### config.mk
export PLATFORM = sky130hd
export DESIGN_NAME = scu_dsp_dma_xfer
export DESIGN_NICKNAME = d
export VERILOG_FILES = /design/src/rtl/scu_dsp_dma_xfer.sv
export SDC_FILE = /design/constraint.sdc
export NUM_CORES = 1
export LEC_CHECK = 0
export BUFFER_PORTS_ARGS = -buffer_cell sky130_fd_sc_hd__buf_2
export CORE_AREA = 2 2 100 102
export CTS_CLUSTER_SIZE = 8
export DETAILED_ROUTE_END_ITERATION = 8
export DIE_AREA = 0 0 102 104
export GPL_ROUTABILITY_DRIVEN = 0
export GPL_TIMING_DRIVEN = 1
export SYNTH_ARGS = -nofsm -noshare
export SYNTH_HDL_FRONTEND = slang
export SYNTH_SLANG_ARGS = --single-unit
### constraint.sdc
create_clock -name CLK -period 2.18 [get_ports CLK]
set_clock_uncertainty 0.1 [all_clocks]
set_input_delay 0.109 -clock CLK [delete_from_list [all_inputs] [get_ports CLK]]
set_output_delay 0.109 -clock CLK [all_outputs]
set_load 0.005 [all_outputs]
### src/rtl/scu_dsp_dma_xfer.sv
// DMA engine moving words between the D0 bus and a data RAM bank or program RAM.
// Strobes are combinational on the beat; BUS_REQ holds across stalled ACKs; ABORT returns to IDLE next clock.
module scu_dsp_dma_xfer #(
  parameter int BANKS  = 4,
  parameter int DATA_W = 32,
  parameter int CNT_W  = 8,
  parameter int SEL_W  = 4
) (
  input  logic                    CLK,
  input  logic                    RST_N,
  input  logic                    CE,
  input  logic                    CE_R,
  input  logic                    START,
  input  logic                    DIR,
  input  logic [SEL_W-1:0]        SEL,
  input  logic [CNT_W-1:0]        COUNT,
  input  logic                    ABORT,
  input  logic [DATA_W-1:0]       BUS_DI,
  output logic [DATA_W-1:0]       BUS_DO,
  output logic                    BUS_WE,
  output logic                    BUS_REQ,
  input  logic                    BUS_ACK,
  output logic                    BUS_LAST,
  input  logic                    BUS_END,
  input  logic [BANKS*DATA_W-1:0] RAM_Q,
  output logic [DATA_W-1:0]       RAM_D,
  output logic [BANKS-1:0]        RAM_WE,
  output logic [BANKS-1:0]        CT_INC,
  output logic                    PRG_WE,
  output logic                    BUSY,
  output logic                    DONE,
  output logic                    ERR
);

  localparam int BW = SEL_W - 1;

  typedef enum logic [1:0] {S_IDLE, S_XFER, S_WAIT_END, S_FIN} state_t;

  state_t              r_state;
  state_t              w_next;
  logic                r_dir;
  logic [SEL_W-1:0]    r_sel;
  logic [CNT_W:0]      r_rem;
  logic                r_err;

  logic                w_accept;
  logic                w_req_prg;
  logic                w_req_bad;
  logic                w_prg;
  logic [BW-1:0]       w_bank;
  logic [BANKS-1:0]    w_bank_oh;
  logic [DATA_W-1:0]   w_bus_do;
  logic                w_beat;
  logic                w_last;

  assign w_accept  = (r_state == S_IDLE) & START & CE & ~ABORT;
  assign w_req_prg = SEL[SEL_W-1];
  // Program RAM is write-only from the bus; bank indices past BANKS have no RAM behind them.
  assign w_req_bad = (DIR & w_req_prg) | (~w_req_prg & (32'(SEL[BW-1:0]) >= BANKS));

  assign w_prg  = r_sel[SEL_W-1];
  assign w_bank = r_sel[BW-1:0];
  assign w_beat = (r_state == S_XFER) & CE_R & BUS_ACK;
  assign w_last = (r_state == S_XFER) && (r_rem == (CNT_W+1)'(1));

  always_comb begin
    w_bank_oh = '0;
    w_bus_do  = '0;
    for (int k = 0; k < BANKS; k++) begin
      if (32'(w_bank) == k) begin
        w_bank_oh[k] = 1'b1;
        w_bus_do     = RAM_Q[k*DATA_W +: DATA_W];
      end
    end
  end

  always_comb begin
    w_next = r_state;
    case (r_state)
      S_IDLE:     if (w_accept) w_next = w_req_bad ? S_FIN : S_XFER;
      S_XFER:     if (w_beat && w_last) w_next = S_WAIT_END;
      S_WAIT_END: if (CE_R && BUS_END) w_next = S_FIN;
      S_FIN:      w_next = S_IDLE;
      default:    w_next = S_IDLE;
    endcase
    if (ABORT) w_next = S_IDLE;
  end

  always_ff @(posedge CLK or negedge RST_N) begin
    if (!RST_N) begin
      r_state <= S_IDLE;
      r_dir   <= 1'b0;
      r_sel   <= '0;
      r_rem   <= '0;
      r_err   <= 1'b0;
    end else begin
      r_state <= w_next;
      if (w_accept) begin
        r_dir <= DIR;
        r_sel <= SEL;
        r_rem <= (COUNT == '0) ? {1'b1, {CNT_W{1'b0}}} : {1'b0, COUNT};
        r_err <= w_req_bad;
      end else if (w_beat) begin
        r_rem <= r_rem - (CNT_W+1)'(1);
      end
    end
  end

  assign BUSY     = (r_state != S_IDLE);
  assign DONE     = (r_state == S_FIN);
  assign ERR      = r_err;
  assign BUS_REQ  = (r_state == S_XFER);
  assign BUS_LAST = w_last;
  assign BUS_WE   = r_dir & BUSY;
  assign BUS_DO   = w_bus_do;
  assign RAM_D    = BUS_DI;
  // For program RAM the PC advances on PRG_WE, so no address counter is bumped.
  assign RAM_WE   = (w_beat & ~r_dir & ~w_prg) ? w_bank_oh : '0;
  assign CT_INC   = (w_beat & ~w_prg) ? w_bank_oh : '0;
  assign PRG_WE   = w_beat & ~r_dir & w_prg;

endmodule

==> results.toml <==
[clock_network]
htree_levels = 1
numClockSinks = 17
clock_latency_ns = 0.26
clock-root-buffer = "clkbuf_8"
numCtsBuffers = 3
clk_path_buf_depth = 2
post_cts_buffers = 0
clkTransAtPathRegs_ns = 0.07
tritoncts = "done"

[timing]
hold_viol_final = 1
fin_ws_ns = 0.119
max_clock_freq_mhz = 485
fin_crit_sh_pct = 94.5
worst_pin_slew_ns = 0.467
finalSetupTns_ns = 0
slew_headroom_pct = 68.4
whs_ns = -0.00128
final.min_clock_period_ns = 2.06
maxSlewViolCount = 0
grt_setup_unrepaired = "no"
setup_viol = 0

[layout]
layout_commonest_cell = "buf_2"
final_cell_mix = "buf_2 (195), nor2b_1 (33), mux4_2 (32)"
ff_latch_area_um2 = 427
drive_above_1_share_pct = 63.6
stdcell_area_um2 = 3270
area_growth_pct = 42.9
nNetsFinal = 571
num-fill-cells = 1028
utilization_pct = 34.2
multiInputGateArea_um2 = 1550

[critical_path]
crit_type = "reg -> out"
arrival_ns = 1.85
r2r_start = "r_rem[1]"
critPathRequiredTime_ns = 1.97
critical_path.cell_chain = "inv_1 -> ha_2 -> nand3_4 -> or2_1 -> nor3_1 -> buf_2"
slowest_delay_ns = 0.40
regToRegSetupSlack_ns = 0.18
r2r_cells = 6
cp-startpoint = "r_state[1]"
crit-reg2reg-capture = "r_state[0]"
crit_path_top_delay_cell = "dfrtp_1"
path_max_fanout = 8
crit_buf_inv = 2
start_kind = "flip-flop"
crit_family = "simple AND/OR/NAND/NOR gates"
crit_path_end_kind = "output port"
crit_end = "RAM_WE[0]"
cp.depth = 6

[grt]
grt_max_degree = 36
grt_pass1_vias = 2472
antenna_found_initial = 2
gr-total-overflow = 0
gr-usage-all-layers_pct = 16.6
grt_pass1_wl_um = 13400

[floorplan]
io_pins = 260
die_width_um = 102
num_rows = 36
die-area_um2 = 10600
core_area_um2 = 9550
die_h_um = 104
initial_utilization_pct = 24.0

[routing]
dr.pass1.iters = 4
finalWirelength_um = 9320
num_vias = 2390
wl_per_cell_um = 18.1
vias_per_cell = 4.63
drt-initial-drc-count = 98
remaining_drc_errors = 0
ant_nets = 0

[placed_design]
dpl.hpwl_um = 8140
placed_area_um2 = 3190
place_ws_ns = 0.266
port-buffer-count = 195

[outcome]
run_status = "finished, violations left"
violations = "negative hold slack"

[yosys]
synth_top_area_cell = "mux4_2"
synth-seq-area-share_pct = 18.6
yosys.area.top_type_share_pct = 31.5
synthCells = 222
synth_seq_cells = 17
synth-async-reset-ratio_pct = 100
syn_avg_cell_area_um2 = 10.3
synth_area_um2 = 2290
synth_edf_count = 0
synth-main-ff-cell = "dfrtp_1"
synth_nets = 410
synth_area_leaders = "mux4_2 (32%), dfrtp_1 (19%), buf_4 (11%), nor2b_1 (9.0%), ha_1 (3.8%)"
yosysWarnings = 0
synth.distinct_cells = 36

[flow_run]
maxCapViolations = 0

[pwr]
power.density_nw_per_um2 = 1030
power.leakage_nw = 1.58
irDropWorstVdd_mv = 0.532

[worst_hold_path]
hold_path.class = "in -> reg"
-- logic make-up (layout without fill, tap and decap cells) --
family	count (synthesis)	after routing	share of synthesized area, %
mux	39	39	34.9
other cells	0	1	0
fa+ha+maj	7	7	3.83
simple gates	83	83	21.0
buf+inv	51	211	14.1
xor+xnor	8	8	3.06
flops	17	17	18.6
compound gates	17	17	4.54
-- synth_stat cells (2+ instances only) --
library cell and number:
mux2_1 6, a21boi_0 2, nor4_1 3, buf_4 34
nor2_1 21, mux4_2 32, buf_2 3, nor2b_1 33
ha_1 7, inv_1 5, nor3_1 6, or3_1 4
clkbuf_1 8, a21oi_1 10, xnor2_1 7, dfrtp_1 17
nand4_1 2, nand2_1 4
-- flip-flops by register name (all words and copies together), names as in the netlist --
name,count
ERR,1
r_dir,1
r_rem,9
r_sel,4
r_state,2
-- metrics by stage --
step	std cells	power (mW)
floorplan	222	2.31
global placement	509	3.12
detailed placement	509	3.17
CTS	515	3.43
global route	515	3.70
finish	516	3.36
-- worst min path at each step --
stage,startpoint,depth (start not counted),endpoint,slack [ns]
after floorplan,RST_N,0,ERR,-0.29
after global placement,RST_N,1,r_sel[1],-0.05
after detailed placement,RST_N,1,r_sel[1],-0.05
after CTS,DIR,2,r_dir,0.001
after global routing,DIR,2,r_dir,0.02
final,DIR,2,r_dir,-0.001
-- layout make-up --
type	instances	share of cell area (%)
multi-input combinational	154	47.4
timing repair buffer	202	32.4
sequential	17	13.1
tap	133	5.09
clock buffer	3	1.26
inverter	5	0.574
clock inverter	1	0.153
antenna	1	0.0766
-- power breakdown --
part / switching (mW) / total, mW / internal (mW)
Combinational: 1.08 / 2.46 / 1.38
Sequential: 0.186 / 0.661 / 0.474
Clock: 0.112 / 0.239 / 0.127
Total: 1.38 / 3.36 / 1.99
-- metal layers --
metal	vias to the layer above	wire [µm]	track usage, %
met5	-	7	0
li1	1097	-	-
met3	22	797	4.44
met4	2	187	3.90
met1	1155	3790	21.3
met2	114	4540	27.7
-- what timing repair did --
item	CTS	global route
hold buffers	2	0
endpoints found under the hold margin	18	0
setup endpoints to repair	1	4
gates resized for setup	1	1
Note: power is estimated with default switching activity, not from simulation.
